--- src/rtl/muldiv_sequencer_pkg.sv ---
// Shared RV32M definitions: ALU control codes, sequencer state encoding, op-class helpers.
package muldiv_sequencer_pkg;

    localparam logic [4:0] ALUCTRL_ADD    = 5'h00;
    localparam logic [4:0] ALUCTRL_MUL    = 5'h10;
    localparam logic [4:0] ALUCTRL_MULH   = 5'h11;
    localparam logic [4:0] ALUCTRL_MULHSU = 5'h12;
    localparam logic [4:0] ALUCTRL_MULHU  = 5'h13;
    localparam logic [4:0] ALUCTRL_DIV    = 5'h14;
    localparam logic [4:0] ALUCTRL_DIVU   = 5'h15;
    localparam logic [4:0] ALUCTRL_REM    = 5'h16;
    localparam logic [4:0] ALUCTRL_REMU   = 5'h17;

    typedef enum logic [2:0] {
        S_IDLE,
        S_MUL,
        S_DIV,
        S_FIX,
        S_DONE
    } mdu_state_e;

    function automatic logic is_mdu(input logic [4:0] c);
        return (c >= ALUCTRL_MUL) && (c <= ALUCTRL_REMU);
    endfunction

    function automatic logic is_div(input logic [4:0] c);
        return (c >= ALUCTRL_DIV) && (c <= ALUCTRL_REMU);
    endfunction

    function automatic logic is_sdiv(input logic [4:0] c);
        return (c == ALUCTRL_DIV) || (c == ALUCTRL_REM);
    endfunction

    function automatic logic is_rem(input logic [4:0] c);
        return (c == ALUCTRL_REM) || (c == ALUCTRL_REMU);
    endfunction

endpackage

--- src/rtl/muldiv_sequencer_div_iter.sv ---
// One radix-2 restoring divide step on unsigned magnitudes (quotient shifts in from the LSB).
module muldiv_div_iter #(
    parameter int BITS = 32
) (
    input  logic [BITS-1:0] i_rem,
    input  logic [BITS-1:0] i_dvs,
    input  logic [BITS-1:0] i_quo,
    output logic [BITS-1:0] o_rem,
    output logic [BITS-1:0] o_quo
);

    logic [BITS:0] w_shift;
    logic [BITS:0] w_diff;
    logic          w_ge;

    // Partial remainder stays below the divisor, so bit BITS of the difference is the borrow.
    assign w_shift = {i_rem, i_quo[BITS-1]};
    assign w_diff  = w_shift - {1'b0, i_dvs};
    assign w_ge    = ~w_diff[BITS];
    assign o_rem   = w_ge ? w_diff[BITS-1:0] : w_shift[BITS-1:0];
    assign o_quo   = {i_quo[BITS-2:0], w_ge};

endmodule

--- src/rtl/muldiv_sequencer.sv ---
// RV32M multi-cycle sequencer: pipelined multiply, restoring divide, stall/result handshake.
// Build option: MULDIV_EARLY_OUT_EN sends divide-by-zero / signed overflow straight to DONE.
module muldiv_sequencer
    import muldiv_sequencer_pkg::*;
#(
    parameter int BITS    = 32,
    parameter int MUL_LAT = 2
) (
    input  logic            clk,
    input  logic            rst_n,
    input  logic            req_valid,
    input  logic [4:0]      alu_ctrl,
    input  logic [BITS-1:0] rs1_data,
    input  logic [BITS-1:0] rs2_data,
    input  logic            flush,
    output logic            stall,
    output logic            res_valid,
    output logic [BITS-1:0] res_data,
    output logic            div_zero
);

`ifdef MULDIV_EARLY_OUT_EN
    localparam bit EARLY_OUT = 1'b1;
`else
    localparam bit EARLY_OUT = 1'b0;
`endif
    localparam int CW = $clog2(((BITS > MUL_LAT) ? BITS : MUL_LAT) + 1);

    function automatic logic [BITS-1:0] mag(input logic [BITS-1:0] x, input logic sgn);
        return (sgn && x[BITS-1]) ? -x : x;
    endfunction

    // {hit, div_zero, forced result} for divide-by-zero and MIN/-1 overflow.
    function automatic logic [BITS+1:0] div_special(input logic [4:0] op,
                                                    input logic [BITS-1:0] a,
                                                    input logic [BITS-1:0] b);
        logic dz;
        logic ovf;
        logic [BITS-1:0] res;
        dz  = (b == '0);
        ovf = is_sdiv(op) && (a == {1'b1, {(BITS-1){1'b0}}}) && (b == '1);
        if (dz) res = is_rem(op) ? a : '1;
        else    res = is_rem(op) ? '0 : a;
        return {dz | ovf, dz, res};
    endfunction

    mdu_state_e          r_state;
    mdu_state_e          w_next;
    logic [CW-1:0]       r_cnt;
    logic [4:0]          r_op;
    logic [BITS-1:0]     r_a;
    logic [BITS-1:0]     r_b;
    logic [BITS-1:0]     r_rem;
    logic [BITS-1:0]     r_quo;
    logic [BITS-1:0]     r_res;
    logic                r_dz;

    logic                w_accept;
    logic                w_early;
    logic [BITS+1:0]     w_sp_in;
    logic [BITS+1:0]     w_sp_reg;
    logic [BITS-1:0]     w_dvs;
    logic [BITS-1:0]     w_rem_nxt;
    logic [BITS-1:0]     w_quo_nxt;
    logic [BITS-1:0]     w_fix_res;
    logic [BITS-1:0]     w_div_res;
    logic                w_sa;
    logic                w_sb;
    logic [2*BITS-1:0]   w_ma;
    logic [2*BITS-1:0]   w_mb;
    logic [2*BITS-1:0]   w_prod;
    logic [2*BITS-1:0]   w_prod_q;
    logic [BITS-1:0]     w_mul_res;

    assign w_accept = (r_state == S_IDLE) & req_valid & is_mdu(alu_ctrl) & ~flush;
    assign w_sp_in  = div_special(alu_ctrl, rs1_data, rs2_data);
    assign w_sp_reg = div_special(r_op, r_a, r_b);
    assign w_early  = EARLY_OUT & is_div(alu_ctrl) & w_sp_in[BITS+1];

    // Sign-extending to 2*BITS gives the same low 2*BITS bits as the (BITS+1)-bit signed product.
    assign w_sa      = (r_op == ALUCTRL_MULH) || (r_op == ALUCTRL_MULHSU);
    assign w_sb      = (r_op == ALUCTRL_MULH);
    assign w_ma      = {{BITS{w_sa & r_a[BITS-1]}}, r_a};
    assign w_mb      = {{BITS{w_sb & r_b[BITS-1]}}, r_b};
    assign w_prod    = w_ma * w_mb;
    assign w_mul_res = (r_op == ALUCTRL_MUL) ? w_prod_q[BITS-1:0] : w_prod_q[2*BITS-1:BITS];

    generate
        if (MUL_LAT == 1) begin : g_nopipe
            assign w_prod_q = w_prod;
        end else begin : g_pipe
            logic [2*BITS-1:0] r_pipe [MUL_LAT-1];
            always_ff @(posedge clk or negedge rst_n) begin
                if (!rst_n) begin
                    for (int unsigned i = 0; i < unsigned'(MUL_LAT - 1); i++) r_pipe[i] <= '0;
                end else begin
                    r_pipe[0] <= w_prod;
                    for (int unsigned i = 1; i < unsigned'(MUL_LAT - 1); i++) r_pipe[i] <= r_pipe[i-1];
                end
            end
            assign w_prod_q = r_pipe[MUL_LAT-2];
        end
    endgenerate

    assign w_dvs = mag(r_b, is_sdiv(r_op));

    muldiv_div_iter #(.BITS(BITS)) u_div_iter (
        .i_rem (r_rem),
        .i_dvs (w_dvs),
        .i_quo (r_quo),
        .o_rem (w_rem_nxt),
        .o_quo (w_quo_nxt)
    );

    always_comb begin
        w_fix_res = '0;
        if (is_rem(r_op)) w_fix_res = (is_sdiv(r_op) && r_a[BITS-1]) ? -r_rem : r_rem;
        else              w_fix_res = (is_sdiv(r_op) && (r_a[BITS-1] ^ r_b[BITS-1])) ? -r_quo : r_quo;
        w_div_res = w_sp_reg[BITS+1] ? w_sp_reg[BITS-1:0] : w_fix_res;
    end

    always_ff @(posedge clk or negedge rst_n) begin
        if (!rst_n) r_state <= S_IDLE;
        else        r_state <= w_next;
    end

    always_comb begin
        w_next = r_state;
        unique case (r_state)
            S_IDLE: if (w_accept) w_next = is_div(alu_ctrl) ? (w_early ? S_DONE : S_DIV) : S_MUL;
            S_MUL:  if (r_cnt == '0) w_next = S_DONE;
            S_DIV:  if (r_cnt == '0) w_next = S_FIX;
            S_FIX:  w_next = S_DONE;
            S_DONE: w_next = S_IDLE;
            default: w_next = S_IDLE;
        endcase
        if (flush) w_next = S_IDLE;
    end

    always_comb begin
        stall     = ~flush & (((r_state == S_IDLE) & w_accept) | (r_state == S_MUL)
                              | (r_state == S_DIV) | (r_state == S_FIX));
        res_valid = ~flush & (r_state == S_DONE);
        div_zero  = res_valid & r_dz;
        res_data  = r_res;
    end

    always_ff @(posedge clk or negedge rst_n) begin
        if (!rst_n) begin
            r_cnt <= '0;
            r_op  <= '0;
            r_a   <= '0;
            r_b   <= '0;
            r_rem <= '0;
            r_quo <= '0;
            r_res <= '0;
            r_dz  <= 1'b0;
        end else if (w_accept) begin
            r_op  <= alu_ctrl;
            r_a   <= rs1_data;
            r_b   <= rs2_data;
            r_rem <= '0;
            r_quo <= mag(rs1_data, is_sdiv(alu_ctrl));
            r_cnt <= is_div(alu_ctrl) ? CW'(BITS - 1) : CW'(MUL_LAT - 1);
            if (w_early) begin
                r_res <= w_sp_in[BITS-1:0];
                r_dz  <= w_sp_in[BITS];
            end
        end else if (!flush) begin
            unique case (r_state)
                S_MUL: begin
                    if (r_cnt != '0) r_cnt <= r_cnt - CW'(1);
                    else begin
                        r_res <= w_mul_res;
                        r_dz  <= 1'b0;
                    end
                end
                S_DIV: begin
                    r_rem <= w_rem_nxt;
                    r_quo <= w_quo_nxt;
                    if (r_cnt != '0) r_cnt <= r_cnt - CW'(1);
                end
                S_FIX: begin
                    r_res <= w_div_res;
                    r_dz  <= w_sp_reg[BITS];
                end
                default: ;
            endcase
        end
    end

endmodule

--- config.mk ---
export PLATFORM = sky130hd
export DESIGN_NAME = muldiv_sequencer
export DESIGN_NICKNAME = d
export VERILOG_FILES = /design/src/rtl/muldiv_sequencer_pkg.sv /design/src/rtl/muldiv_sequencer_div_iter.sv /design/src/rtl/muldiv_sequencer.sv
export SDC_FILE = /design/constraint.sdc
export NUM_CORES = 2
export LEC_CHECK = 0
export BUFFER_PORTS_ARGS = -buffer_cell sky130_fd_sc_hd__buf_2
export CAP_MARGIN = 20
export CORE_AREA = 2 2 332 334
export DETAILED_ROUTE_END_ITERATION = 16
export DIE_AREA = 0 0 334 336
export PLACE_DENSITY = 0.68
export SYNTH_ARGS = -nofsm -noshare
export SYNTH_HDL_FRONTEND = slang
export SYNTH_SLANG_ARGS = --single-unit
--- constraint.sdc ---
create_clock -name clk -period 20.1 [get_ports clk]
set_input_delay 2.01 -clock clk [delete_from_list [all_inputs] [get_ports clk]]
set_output_delay 2.01 -clock clk [all_outputs]
set_load 0.02 [all_outputs]
==> reports/metrics.csv <==
stage;metric;value;unit
setup_path;rr_endpoint;g_pipe.r_pipe[61];
route;highest_layer;met5;
route;wire_per_inst;22.5;um
cts;clock-sinks;239;
place;io_buffers;107;
synthesis;syn_nets;7507;
min_path;min_path_cells;2;
setup_path;critPathTopFamily;adder cells;
sta;slew_violations;0;
finish;nets;7380;
job;max_cap_viol_count;0;
synthesis;ys.flop_type;dfrtp_1;
synthesis;synth-seq-area-share;11.3;%
setup_path;slowest_delay;1030;ps
min_path;hold_class;flop to flop;
synthesis;ys_seq_elements;239;
cts;cts_tree;done;
cts;cts_buffers;29;
cts;post_cts.repair.setup_buffers;0;
cts;holdBufCountCts;0;
cts;cts_resized;0;
min_path;min_from;r_a[2];
cts;cts_buffer_depth;3;
place;place.gp.congestion;0.967;
route;firstDrtPassIters;5;
finish;synthToLayoutAreaGrowth;5.22;%
sta;setup_violations;0;
route;drtAntennaViolNets;0;
setup_path;cp.required;20570;ps
synthesis;synth_area_per_cell;8.73;um^2
global_route;grt_start_max_net_pins;119;
synthesis;synth_edf_count;0;
route;drtIter0Drc;3977;
synthesis;netlist_area;52800;um^2
synthesis;ys_types;94;
finish;final_design_area_no_fill;55600;um^2
setup_path;crit_type;flop to flop;
die;rows;121;
cts;h-tree-depth;1;
sta;fin_tns_setup;0;ps
route;drcViolationCount;0;
route;wl_met3;15.7;mm
global_route;track_usage;30.2;%
setup_path;crit_arrival;10660;ps
sta;skew;11.5;ps
setup_path;r2r_start;r_op[2];
die;io_pins;108;
status;status;completed;
finish;multi_input_area;40900;um^2
die;die_w;334;um
synthesis;synthCells;6056;
synthesis;async_reset_ff_share;100;%
sta;fmax;98.1;MHz
die;initial_utilization;48.7;%
global_route;antenna_found_initial;12;
route;met1_length;65.5;mm
die;core_area;108000;um^2
sta;hold_viol;0;
sta;fin_crit;10190;ps
die;dieArea;112000;um^2
sta;period_share;50.7;%
setup_path;worstPathMaxFanout;19;
cts;clk_latency;590;ps
cts;clock-root-buffer;clkbuf_16;
global_route;grt_pass1_wl;259;mm
sta;worst_pin_slew;1240;ps
sta;slew_headroom;17.1;%
route;wl_met2;76.3;mm
synthesis;ys_warn_count;0;
place;placed_cells;7311;
finish;final.fill_count;10100;
setup_path;cp-start-kind;flop;
setup_path;worst_setup_path_end_kind;flop;
place;dp.final_hpwl;125;mm
die;die_y;336;um
cts;clk_pin_slew;60;ps
sta;rsz0062_at_grt;false;
route;num_vias;41800;
setup_path;crit_buf_inv;4;
finish;register_area;5990;um^2
route;viasPerCell;5.68;
route;drt-total-wl;166;mm
place;postPlaceCellArea;54600;um^2
global_route;grt_pass1_vias;43300;
setup_path;reg2reg_depth;26;
finish;instances_no_fill;7367;
global_route;grt.overflow.total;0;
setup_path;crit_top_cell;fa_1;
setup_path;r2r_slack;9910;ps
finish;layout-drive-gt1-share;5.33;%
min_path;whs_endpoint;r_a[2];
setup_path;cp_slowest_cell;fa_1;
## cell usage in the layout, fill, tap and decap left out, types with 17 or more instances in the layout
| cell type | count |
|---|---|
| xor2_1 | 94 |
| buf_2 | 106 |
| ha_1 | 252 |
| inv_1 | 1206 |
| mux2i_1 | 32 |
| nor4_1 | 19 |
| nand2b_1 | 24 |
| o21ai_0 | 223 |
| nand3_1 | 39 |
| nand2_1 | 1188 |
| dfrtp_1 | 231 |
| a21o_1 | 34 |
| nor2_1 | 165 |
| and2_1 | 324 |
| fa_1 | 1126 |
| a31oi_1 | 41 |
| or3_1 | 17 |
| a21oi_1 | 181 |
| buf_4 | 106 |
| o31ai_1 | 23 |
| a211oi_1 | 20 |
| and3_1 | 24 |
| xnor2_1 | 118 |
| clkbuf_16 | 29 |
| nor3_1 | 49 |
## layer usage
metal,up-vias,GRT usage [%]
met2,2034,49.1
met3,434,4.95
li1,18000,-
met1,21400,40.6
met5,-,0
met4,2,12.3
## worst register-to-register path, stage by stage, from the launching register on
cell and delay (ps):
dfrtp_1 410, or3b_2 540, nor2_1 140, buf_4 210, and2_1 760, nand2_1 310, fa_1 590, fa_1 500
inv_1 70, fa_1 760, inv_1 260, fa_1 1030, inv_1 350, fa_1 540, fa_1 580, fa_1 430
fa_1 440, ha_1 390, nand2_1 120, o21ai_0 110, nor3_1 180, a21oi_1 120, nor4_1 190, nor3_1 110
a221o_1 410, a41o_1 290, o221a_1 240
## state kept, by name, indices dropped and copies added (netlist names)
name / flops
r_rem: 32
r_state: 3
r_op: 5
res_data: 32
r_a: 32
r_b: 32
g_pipe.r_pipe: 64
r_dz: 1
r_quo: 32
r_cnt: 6
## area by class of cell
class / instances / area share [%]
clock buffers: 38 / 1.44
repair buffers: 215 / 2.47
multi-input cells: 4238 / 73.6
flip-flops and latches: 239 / 10.8
well taps: 1414 / 3.18
diodes: 1 / 0.00450
clock inverters: 16 / 0.396
inverters: 1206 / 8.14
## cells in the mapped netlist (all sizes together), types with 8 or more instances
cell type  count  area, um^2
o41ai          8        70.1
o21ai        229        1150
xnor2        118        1030
nand3         39         195
and4           8        70.1
a221oi         9        91.3
o211ai        15         113
buf           52         230
and2         325        2030
nand4         15         100
o21a           8        60.1
and3          25         161
or3           18         113
a21o          34         255
or2           13        81.3
dfrtp        239        5980
or4           13         105
nor3          52         272
nand2       1189        4460
a31oi         41         257
ha           252        3150
fa          1126       22500
nor4          25         220
nor4bb        10         100
clkbuf       321        1200
nor2         166         623
mux2i         32         320
a211oi        21         163
nor2b         11        68.8
o31ai         25         198
xor2          94         823
a221o          8        80.1
nand2b        24         150
a21oi        182         915
inv         1206        4530
## cells by family after synthesis
family | share of synthesized area [%]
simple gates | 17.1
buf+inv | 11.3
fa+ha+maj | 48.6
compound gates | 7.57
mux | 0.606
xor+xnor | 3.51
flops | 11.3
## how the worst max path moves through the flow
stage / startpoint / end / slack, ps / cells after the start
6_report: r_op[2] / g_pipe.r_pipe[61] / 9910 / 26
5_1_grt: r_op[2] / g_pipe.r_pipe[61] / 9410 / 26
4_1_cts: r_op[2] / g_pipe.r_pipe[61] / 9850 / 26
3_5_place_dp: r_op[2] / g_pipe.r_pipe[61] / 9880 / 26
3_3_place_gp: r_op[2] / g_pipe.r_pipe[61] / 9960 / 26
2_1_floorplan: r_op[2] / g_pipe.r_pipe[61] / 11360 / 27
## metrics by stage
stage	hold slack (ps)	setup WS, ps	utilization, %
3_5_place_dp	474	9880	50.3
2_1_floorplan	440	11360	-
6_report	485	9910	51.3
4_1_cts	489	9850	51.3
5_1_grt	499	9410	51.3
3_3_place_gp	462	9960	50.3
Power is left out: the tool's default activity adds up to more than one toggle a clock period on the data nets, which glitch-free logic cannot reach.
